--- src/rtl/spike_rate_encoder.sv ---
// spike_rate_encoder
//   Latches one intensity vector per frame and issues start to the SNN core.
//   It then answers each sample handshake with a rate-coded spike vector,
//   for N_STEPS timesteps.
//   Build option: define SPIKE_ENC_ACCUM_EN to replace the LFSR rate coder
//   with deterministic per-channel accumulators. Ports, FSM and handshake
//   timing are the same in both builds.
`timescale 1ns/1ps

module spike_rate_encoder #(
  parameter int          N_IN       = 4,
  parameter int          VAL_W      = 8,
  parameter int          N_STEPS    = 10,
  parameter int          STEP_CNT_W = 5,
  parameter logic [31:0] LFSR_SEED  = 32'hACE11234
) (
  input  logic                    clk,
  input  logic                    rst_n,
  input  logic                    i_in_valid,
  output logic                    o_in_ready,
  input  logic [N_IN*VAL_W-1:0]   i_in_values,
  input  logic                    i_net_ready,
  output logic                    o_start,
  input  logic                    i_sample,
  output logic                    o_sample_ready,
  output logic [N_IN-1:0]         o_spikes,
  output logic                    o_busy,
  output logic                    o_frame_done
);

  // An all-zero seed would lock the LFSR, so it is replaced by 1.
  localparam logic [31:0] SEED = (LFSR_SEED == 32'h0) ? 32'h1 : LFSR_SEED;
  localparam logic [31:0] TAPS = 32'h80200003;
  localparam logic [STEP_CNT_W-1:0] LAST_STEP = STEP_CNT_W'(N_STEPS - 1);

  typedef enum logic [1:0] {S_IDLE, S_GEN, S_WAIT_NET, S_RUN} state_t;

  state_t                  r_state;
  logic [STEP_CNT_W-1:0]   r_step_cnt;
  logic [N_IN*VAL_W-1:0]   r_intensity;
  logic [N_IN-1:0]         r_spikes;
  logic                    r_sample_ready;
  logic                    r_frame_done;

  logic                    w_accept;
  logic                    w_gen;
  logic [N_IN-1:0]         w_gen_spikes;

  // Load a new frame only from IDLE.
  assign w_accept = (r_state == S_IDLE) && i_in_valid;
  // A new vector is produced in GEN and on every non-final consumed sample.
  assign w_gen = (r_state == S_GEN) ||
                 ((r_state == S_RUN) && i_sample && (r_step_cnt != LAST_STEP));

  genvar gi, gj;

`ifdef SPIKE_ENC_ACCUM_EN
  logic [N_IN*VAL_W-1:0] r_acc;
  logic [N_IN*VAL_W-1:0] w_acc_next;

  for (gi = 0; gi < N_IN; gi++) begin : g_accum
    logic [VAL_W:0] w_sum;
    assign w_sum = {1'b0, r_acc[gi*VAL_W +: VAL_W]} + {1'b0, r_intensity[gi*VAL_W +: VAL_W]};
    assign w_acc_next[gi*VAL_W +: VAL_W] = w_sum[VAL_W-1:0];
    // The carry out of the accumulator is the spike; full scale always fires.
    assign w_gen_spikes[gi] = w_sum[VAL_W] | (&r_intensity[gi*VAL_W +: VAL_W]);
  end

  // Accumulators restart from zero on every frame load and step per vector.
  always_ff @(posedge clk or negedge rst_n) begin
    if (!rst_n) begin
      r_acc <= '0;
    end else if (w_accept) begin
      r_acc <= '0;
    end else if (w_gen) begin
      r_acc <= w_acc_next;
    end
  end
`else
  logic [31:0] r_lfsr;
  logic [31:0] w_lfsr_next;

  // Galois form: shift right, fold taps in when the bit shifted out is 1.
  assign w_lfsr_next = r_lfsr[0] ? ((r_lfsr >> 1) ^ TAPS) : (r_lfsr >> 1);

  for (gi = 0; gi < N_IN; gi++) begin : g_rate
    localparam int ROT = (7 * gi) % 32;
    logic [VAL_W-1:0] w_rand;
    // Low VAL_W bits of the LFSR rotated left by 7*i; each channel sees a
    // different slice of the same state word.
    for (gj = 0; gj < VAL_W; gj++) begin : g_bit
      assign w_rand[gj] = r_lfsr[(gj + 32 - ROT) % 32];
    end
    assign w_gen_spikes[gi] = (w_rand < r_intensity[gi*VAL_W +: VAL_W]) |
                              (&r_intensity[gi*VAL_W +: VAL_W]);
  end

  // LFSR reloads the seed on frame load and advances once per vector.
  always_ff @(posedge clk or negedge rst_n) begin
    if (!rst_n) begin
      r_lfsr <= SEED;
    end else if (w_accept) begin
      r_lfsr <= SEED;
    end else if (w_gen) begin
      r_lfsr <= w_lfsr_next;
    end
  end
`endif

  // Frame FSM: IDLE -> GEN -> WAIT_NET -> RUN -> IDLE, with registered outputs.
  always_ff @(posedge clk or negedge rst_n) begin
    if (!rst_n) begin
      r_state        <= S_IDLE;
      r_step_cnt     <= '0;
      r_intensity    <= '0;
      r_spikes       <= '0;
      r_sample_ready <= 1'b0;
      r_frame_done   <= 1'b0;
    end else begin
      r_frame_done <= 1'b0;
      case (r_state)
        S_IDLE: begin
          if (i_in_valid) begin
            r_intensity <= i_in_values;
            r_step_cnt  <= '0;
            r_state     <= S_GEN;
          end
        end
        S_GEN: begin
          r_spikes <= w_gen_spikes;
          r_state  <= S_WAIT_NET;
        end
        S_WAIT_NET: begin
          if (i_net_ready) begin
            r_sample_ready <= 1'b1;
            r_state        <= S_RUN;
          end
        end
        S_RUN: begin
          if (i_sample) begin
            r_step_cnt <= r_step_cnt + 1'b1;
            if (r_step_cnt == LAST_STEP) begin
              r_sample_ready <= 1'b0;
              r_spikes       <= '0;
              r_frame_done   <= 1'b1;
              r_state        <= S_IDLE;
            end else begin
              r_spikes <= w_gen_spikes;
            end
          end
        end
        default: r_state <= S_IDLE;
      endcase
    end
  end

  // start is asserted in the very WAIT_NET cycle that sees net_ready, so the
  // network starts two cycles after the vector is accepted.
  assign o_start        = (r_state == S_WAIT_NET) && i_net_ready;
  assign o_in_ready     = (r_state == S_IDLE);
  assign o_busy         = (r_state != S_IDLE);
  assign o_sample_ready = r_sample_ready;
  assign o_spikes       = r_spikes;
  assign o_frame_done   = r_frame_done;

endmodule

--- config.mk ---
export PLATFORM = sky130hd
export DESIGN_NAME = spike_rate_encoder
export DESIGN_NICKNAME = d
export VERILOG_FILES = /design/src/rtl/spike_rate_encoder.sv
export SDC_FILE = /design/constraint.sdc
export NUM_CORES = 1
export LEC_CHECK = 0
export ABC_AREA = 1
export BUFFER_PORTS_ARGS = -buffer_cell sky130_fd_sc_hd__clkbuf_2
export CORE_MARGIN = 2
export CORE_UTILIZATION = 53
export CTS_CLUSTER_SIZE = 14
export DETAILED_ROUTE_END_ITERATION = 10
export PLACE_DENSITY = 0.83
export SYNTH_ARGS = -nofsm -noshare
export SYNTH_HDL_FRONTEND = slang
export SYNTH_SLANG_ARGS = --single-unit
--- constraint.sdc ---
create_clock -name clk -period 1.6 [get_ports clk]
set_input_delay 0.32 -clock clk [delete_from_list [all_inputs] [get_ports clk]]
set_output_delay 0.32 -clock clk [all_outputs]
set_load 0.02 [all_outputs]
==> summary.txt, run 1 <==
Critical path
  – Worst-path cell chain: buf_4, ha_1, inv_2, o21ai_4, buf_12, clkbuf_16, a21oi_1, o21ai_1
  – Slowest-stage cell, CP: dfrtp_1
  – CP required: 1.88 ns
  – Reg2Reg Depth: 8
  – Worst Path Max Fanout: 6
  – FF-to-FF End: r_lfsr[21]$_DFFE_PN1P_
  – Crit path from: r_state[0]$_DFFE_PN0P_
  – CP peak stage delay: 0.41 ns
  – Worst Path Arrival: 1.88 ns
  – Endpoint type of the worst setup path: flip-flop
  – Worst R2R Start: r_state[0]$_DFFE_PN0P_
  – CP Class: reg -> reg
  – Worst R2R Setup Slack: 0.005 ns
  – Worst setup SP type: flip-flop

Clocking
  – TritonCTS Buffers: 9
  – Clock Tree Root: clkbuf_8
  – H-tree depth: 3
  – Longest Clk Path Bufs: 2
  – Clock sinks: 77
  – Clock latency on the worst-skew pair: 0.36 ns
  – CTS tree: done
  – Reg clk slew, reported paths: 0.09 ns

Pwr
  – Pwr Total: 10.50 mW
  – Clock Power Share: 14.2%
  – NetSw: 4.540 mW
  – P per Cell Area: 2163 nW/um2
  – LEAKAGE: 2.446 nW
  – Maximum vdd drop: 1425 uV
  – Sequential power share: 33.1%
  – Switch share: 43.25%
  – Internal Power: 5.956 mW
  – Comb power frac: 52.8%

STA
  – Final Max Slew Viols: 0
  – Final count of hold timing violations: 0
  – RSZ-0062 raised after global routing: true
  – Worst Tran Pin Value: 0.3248 ns
  – Maximum clock frequency: 627.0 MHz
  – Max Clock Skew: 0.01407 ns
  – Final setup viols: 0
  – Rel. slew slack: 78.14%
  – Post-layout min period: 1.595 ns
  – Final worst-path cycle share: 99.69%

Global routing
  – First-pass GRT wire length: 14.30 mm
  – Largest net degree at the start of global routing: 70
  – Grt total ovfl: 0
  – Global-route usage over all layers: 21.52%
  – Number of global-route vias before repair: 3274
  – Initial antenna violation count: 0

Drt
  – Final WL: 9.330 mm
  – Pre-antenna DRT Iters: 4
  – Vias per cell: 5.296
  – Vias: 3400
  – Post-DRT Antenna Nets: 0
  – 1st-iter DRT viols: 274
  – DRC Markers: 0
  – Wire per inst: 14.53 um

Hold path
  – Hold-critical path depth: 3
  – Hold Crit Class: in -> reg
  – Hold Path End: r_intensity[2]$_DFFE_PN0P_
  – Hold_sp: i_in_values[2]

Floorplanning
  – Initial core utilization: 54.99%
  – Standard-cell rows: 31
  – Chip width: 90.99 um
  – Io pins: 46
  – Full die area: 8278 um2
  – Core area: 7292 um2
  – Die height: 90.99 um

Placed design
  – Gpl congestion: 0.8387
  – Final HPWL DP: 5.887 mm
  – Port bufs: 45
  – Placed instance area: 4397 um2

Final layout
  – Design area: 4852 um2
  – Area occupied by multi-input gates: 1770 um2
  – FILL cells: 601
  – Final core occ: 66.54%
  – NumNets Final: 609
  – Ratio of cells with drive above 1 in the final layout: 21.18%
  – FF/Latch Area: 1944 um2
  – Commonest cells after routing, fill and taps aside: nand2_1, inv_1, dfrtp_1, o21ai_0, clkbuf_2
  – Area grow syn2layout: 21.00%
  – Diodes inserted: 0
  – Most common cell after layout, fill and taps aside: nand2_1

Flow run
  – Max-Cap Viols: 0

Synth
  – Main synth FF type: dfrtp_1
  – Yosys cell types: 28
  – Syn nets: 548
  – Mapped Avg Cell Area: 8.407 um2
  – Yosys Warn Count: 0
  – Post-Syn Area: 4010 um2
  – Post-synthesis sequential area ratio: 48.46%
  – Post-Syn Instances: 477
  – Post-synth EDFFs: 0
  – Fraction of registers with async set/reset: 100.0%
  – Seq cells post-synth: 77

Run status
  – Status: complete, no violations
[final cells by class]
cell class,count,area share (%)
flip-flops and latches,77,40.07
multi-input cells,311,36.49
repair buffers,67,11.17
inverters,72,5.621
clock buffers,9,2.553
well taps,99,2.553
clock inverters,7,1.547
[cells in the mapped netlist (5+ instances only)]
library cell | number | share of area (%)
nor4_1 | 7 | 1.1
dfstp_2 | 13 | 8.5
nand2_1 | 127 | 12
dfrtp_1 | 64 | 40
buf_2 | 5 | 0.62
ha_1 | 34 | 11
a21oi_1 | 17 | 2.1
nor2_1 | 14 | 1.3
o21a_1 | 5 | 0.94
o21ai_1 | 13 | 1.6
o21ai_0 | 56 | 7.0
clkbuf_1 | 5 | 0.47
inv_1 | 72 | 6.7
nand3_1 | 22 | 2.7
[kinds of logic after synthesis]
kind of cell,share of synthesized area [%]
xor gates and xnor gates,0.6553
muxes,0.2496
adders and majority gates,10.61
AOI/OAI and AO/OA,12.76
DFF,48.46
buffers and inverters,9.048
and+or+nand+nor,18.22
[flip-flops by register name (all words and copies together) (netlist names)]
name            flops
r_lfsr             32
o_spikes            4
o_sample_ready      1
o_frame_done        1
r_step_cnt          5
r_intensity        32
r_state             2
[metrics by stage]
| step | worst slack (ns) | cells | hold slack, ns | setup TNS (ns) |
|---|---|---|---|---|
| after floorplan | 0.006423 | 477 | 0.02441 | 0 |
| after global placement | 0.08930 | 614 | 0.1785 | 0 |
| after detailed placement | -0.03932 | 614 | 0.1782 | -0.03932 |
| after CTS | -0.007570 | 631 | 0.1532 | -0.007570 |
| after global routing | -0.09586 | 642 | 0.1576 | -0.3218 |
| final | 0.005021 | 642 | 0.1624 | 0 |
[worst max-delay path, delay by kind of cell (launching register included)]
kind	cells	cell delay, ns
buf+inv	4	0.54
compound gates	3	0.34
fa+ha+maj	1	0.22
flops	1	0.41
[metal layers]
layer | part of all wire [%] | global-route usage [%] | vias up
met5 | 0 | 0 | -
met4 | 2.8 | 7.197 | 0
met3 | 5.5 | 5.975 | 31
met2 | 51 | 37.10 | 114
met1 | 41 | 25.99 | 1609
li1 | - | - | 1646
[power by group through the flow]
stage	combinational, mW	clock [mW]	sequential (mW)
final	5.54	1.49	3.47
after global routing	6.20	1.60	3.57
after CTS	4.76	1.51	3.45
after detailed placement	4.63	0	3.47
after global placement	4.30	0	3.42
after floorplan	3.36	0	3.40
[what timing repair did]
item,4_1_cts,5_1_grt
hold buffers,1,0
resized for setup,9,19
endpoints found under the setup margin,4,70
buffers inserted,0,5
gates cloned,0,6
pin swaps,0,2
hold endpoints to repair,11,0
[how the worst max path moves through the flow]
stage,slack (ns),to,depth (start not counted)
2_1_floorplan,0.006,r_step_cnt[4]$_DFFE_PN0P_,10
3_3_place_gp,0.09,r_step_cnt[4]$_DFFE_PN0P_,9
3_5_place_dp,-0.04,r_step_cnt[4]$_DFFE_PN0P_,9
4_1_cts,-0.008,r_lfsr[13]$_DFFE_PN0P_,6
5_1_grt,-0.1,r_state[0]$_DFFE_PN0P_,8
6_report,0.005,r_lfsr[21]$_DFFE_PN1P_,8
(Power assumes the default switching activity.)
==> run 2, diff against run 1 <==
ABC_AREA = unset   (was 1)
CORE_UTILIZATION = 52   (was 53)
PLACE_DENSITY = 0.82   (was 0.83)
==> summary.txt, run 2 <==
Clocking
  – TritonCTS Buffers: 9 (unchanged)
  – Clock sinks: 77 (unchanged)
  – Longest Clk Path Bufs: 2 (unchanged)
  – Reg clk slew, reported paths: 0.08 ns (was 0.09 ns)
  – Clock Tree Root: clkbuf_8 (unchanged)
  – CTS tree: done (unchanged)
  – H-tree depth: 3 (unchanged)
  – Clock latency on the worst-skew pair: 0.35 ns (was 0.36 ns)

Final layout
  – Final non-filler cell total: 597 (was 642)
  – Biggest regs: r_intensity (32), r_lfsr (32), r_step_cnt (5) (unchanged)
  – FF/Latch Area: 1944 um2 (unchanged)
  – Area occupied by multi-input gates: 1916 um2 (was 1770 um2)
  – Ratio of cells with drive above 1 in the final layout: 28.31% (was 21.18%)
  – Area grow syn2layout: 27.12% (was 21.00%)
  – NumNets Final: 564 (was 609)
  – Design area: 4938 um2 (was 4852 um2)
  – FILL cells: 555 (was 601)
  – Most common cell after layout, fill and taps aside: nand2_1 (unchanged)
  – Diodes inserted: 0 (unchanged)
  – Commonest cells after routing, fill and taps aside: nand2_1, dfrtp_1, clkbuf_2, o21ai_0, inv_1 (was nand2_1, inv_1, dfrtp_1, o21ai_0, clkbuf_2)

Global routing
  – Initial antenna violation count: 0 (unchanged)
  – Grt total ovfl: 0 (unchanged)
  – Number of global-route vias before repair: 3285 (was 3274)
  – Largest net degree at the start of global routing: 47 (was 70)
  – Met2 Use GR: 40.41% (was 37.10%)
  – Global-route usage over all layers: 23.63% (was 21.52%)
  – Met1 Track Usage GR: 29.63% (was 25.99%)
  – First-pass GRT wire length: 15.46 mm (was 14.30 mm)
  – GRT met3 Usage: 3.673% (was 5.975%)
  – Busiest grt layer: met2 (unchanged)

Pwr
  – Internal Power: 6.589 mW (was 5.956 mW)
  – LEAKAGE: 2.319 nW (was 2.446 nW)
  – Clock Power Share: 17.1% (was 14.2%)
  – Maximum vdd drop: 981.0 uV (was 1425 uV)
  – P per Cell Area: 2216 nW/um2 (was 2163 nW/um2)
  – Sequential power share: 33.5% (was 33.1%)
  – Comb power frac: 49.4% (was 52.8%)
  – NetSw: 4.352 mW (was 4.540 mW)
  – Switch share: 39.78% (was 43.25%)

Drt
  – Vias per cell: 5.499 (was 5.296)
  – Post-DRT Antenna Nets: 0 (unchanged)
  – DRC Markers: 0 (unchanged)
  – Final WL: 9.772 mm (was 9.330 mm)
  – 1st-iter DRT viols: 275 (was 274)
  – Vias: 3283 (was 3400)
  – Wire per inst: 16.37 um (was 14.53 um)
  – Pre-antenna DRT Iters: 4 (unchanged)

Critical path
  – CP required: 1.84 ns (was 1.88 ns)
  – Worst-path cell chain: inv_2, ha_4, and4bb_4, nand2_1, a22o_1, nor2_2, mux2_4 (was buf_4, ha_1, inv_2, o21ai_4, buf_12, clkbuf_16, a21oi_1, o21ai_1)
  – Endpoint type of the worst setup path: flip-flop (unchanged)
  – CP Class: reg -> reg (unchanged)
  – CP peak stage delay: 0.40 ns (was 0.41 ns)
  – Worst Path Arrival: 2.01 ns (was 1.88 ns)
  – Worst Path Max Fanout: 5 (was 6)
  – Worst setup SP type: flip-flop (unchanged)
  – Slowest-stage cell, CP: dfrtp_1 (unchanged)

Synth
  – Syn nets: 501 (was 548)
  – Most instantiated library cell after synthesis: nand2_1 (unchanged)
  – Synth cell count leaders: nand2_1, dfrtp_1, o21ai_0, inv_1, ha_1 (was nand2_1, inv_1, dfrtp_1, o21ai_0, ha_1)
  – Yosys top cell area share: 41.22% (was 39.94%)
  – Mapped Avg Cell Area: 9.035 um2 (was 8.407 um2)
  – Synth area leaders: dfrtp_1, ha_1, nand2_1 (was dfrtp_1, nand2_1, ha_1)
  – Post-Syn Area: 3885 um2 (was 4010 um2)
  – Post-synth EDFFs: 0 (unchanged)
  – Main synth FF type: dfrtp_1 (unchanged)
  – Area leader, netlist: dfrtp_1 (unchanged)
  – Yosys cell types: 37 (was 28)
  – Yosys Warn Count: 0 (unchanged)
  – Seq cells post-synth: 77 (unchanged)
  – Fraction of registers with async set/reset: 100.0% (unchanged)
  – Post-synthesis sequential area ratio: 50.02% (was 48.46%)
  – Post-Syn Instances: 430 (was 477)

STA
  – Final worst-path cycle share: 110.6% (was 99.69%)
  – Maximum clock frequency: 565.0 MHz (was 627.0 MHz)
  – Final setup viols: 23 (was 0)
  – Worst Tran Pin Value: 0.4021 ns (was 0.3248 ns)
  – RSZ-0062 raised after global routing: true (unchanged)
  – Rel. slew slack: 73.19% (was 78.14%)
  – Post-layout min period: 1.770 ns (was 1.595 ns)
  – Final Max Slew Viols: 0 (unchanged)
  – Max Clock Skew: 0.01171 ns (was 0.01407 ns)
  – Final count of hold timing violations: 0 (unchanged)
  – Final setup margin: -0.1699 ns (was 0.005021 ns)

Placed design
  – Port bufs: 45 (unchanged)
  – Final HPWL DP: 5.790 mm (was 5.887 mm)
  – Placed instance area: 4328 um2 (was 4397 um2)
  – DP Worst Slack: -0.1130 ns (was -0.03932 ns)
  – Cells after DPL: 570 (was 614)
  – Gpl congestion: 0.7938 (was 0.8387)

Run status
  – Status: complete, but fails checks (was complete, no violations)
  – Failing checks: negative setup slack

Floorplanning
  – Standard-cell rows: 31 (unchanged)
  – Die height: 90.44 um (was 90.99 um)
  – Chip width: 90.44 um (was 90.99 um)
  – Full die area: 8178 um2 (was 8278 um2)
  – Io pins: 46 (unchanged)
  – Initial core utilization: 53.56% (was 54.99%)
  – Core area: 7253 um2 (was 7292 um2)

Flow run
  – Max-Cap Viols: 0 (unchanged)

Hold path
  – Hold Crit Class: in -> reg (unchanged)
run 2: cell count changes in the layout (fill, tap and decap cells not counted), sizes merged, moves of 3 or more:
cell | previous run | this run
a211oi | 0 | 5
buf | 22 | 25
clkinv | 6 | 0
nor4 | 7 | 0
nor2b | 0 | 4
o21ai | 71 | 45
nand2 | 128 | 111
a21oi | 17 | 27
and2 | 0 | 3
nand4 | 0 | 11
nand3 | 23 | 12
inv | 72 | 36
o21a | 5 | 0
nor2 | 14 | 22
run 2: logic make-up (layout without fill, tap and decap cells):
group           after synthesis  in the layout  synth area share (%)
xor+xnor                      6              6                 1.353
simple gates                173            173                 19.32
mux                           2              2                0.5797
fa+ha+maj                    34             34                 10.95
compound gates               85             85                 12.11
buf+inv                      53            121                 5.668
flops                        77             77                 50.02
run 2: final cells by class:
type	instances	share of cell area, %
clock buffer	13	3.420
clock inverter	3	1.824
inverter	36	2.787
multi-input combinational	300	38.79
sequential	77	39.37
tap	99	2.508
timing repair buffer	69	11.30
run 2: metrics by stage:
step	utilization (%)	hold slack (ns)	TNS, ns	power [mW]
after floorplan	-	0.02441	-0.02293	6.420
after global placement	59.67	0.2705	-0.03162	7.424
after detailed placement	59.67	0.2777	-0.4132	7.698
after CTS	65.40	0.1494	-0.8354	10.21
after global routing	68.09	0.1634	-3.653	11.74
final	68.09	0.1577	-1.017	10.94
run 2: repair_timing:
action	in CTS	in global routing
gates resized for setup	21	40
hold buffers	1	0
gates cloned	2	1
setup endpoints to repair	31	50
hold endpoints to repair	25	0
setup buffers	3	4
pin swaps	2	16
run 2: final timing paths:
kind / startpoint / to / slack, ns / depth (start not counted)
hold reg to reg: r_lfsr[5]$_DFFE_PN1P_ / r_lfsr[4]$_DFFE_PN1P_ / 0.50 / 2
min in group asynchronous: rst_n / r_intensity[17]$_DFFE_PN0P_ / 0.43 / 2
setup / recovery: r_step_cnt[1]$_DFFE_PN0P_ / r_state[1]$_DFFE_PN0P_ / -0.17 / 7
setup reg to reg: r_step_cnt[1]$_DFFE_PN0P_ / r_state[1]$_DFFE_PN0P_ / -0.17 / 7
max in group asynchronous: rst_n / r_lfsr[5]$_DFFE_PN1P_ / 0.60 / 3
hold / removal: i_in_values[16] / r_intensity[16]$_DFFE_PN0P_ / 0.16 / 3
run 2: power groups by stage:
stage | Combinational, mW | Clock (mW) | Sequential [mW]
floorplan | 2.95 | 0 | 3.47
global placement | 3.88 | 0 | 3.55
detailed placement | 4.11 | 0 | 3.59
CTS | 4.72 | 1.90 | 3.58
global route | 5.98 | 2.00 | 3.75
finish | 5.40 | 1.87 | 3.67
run 2: worst max-delay path, delay by kind of cell, from the launching register on:
| family | cells | cell delay, ns |
|---|---|---|
| adders and majority gates | 1 | 0.11 |
| and+or+nand+nor | 3 | 0.54 |
| AOI/OAI and AO/OA | 1 | 0.21 |
| DFF | 1 | 0.40 |
| buffers and inverters | 1 | 0.08 |
| muxes | 1 | 0.32 |
run 2: metal layers:
metal	wire [um]	vias up
met5	0	-
met3	466	21
met4	233	0
met1	4055	1597
met2	5017	104
li1	-	1561
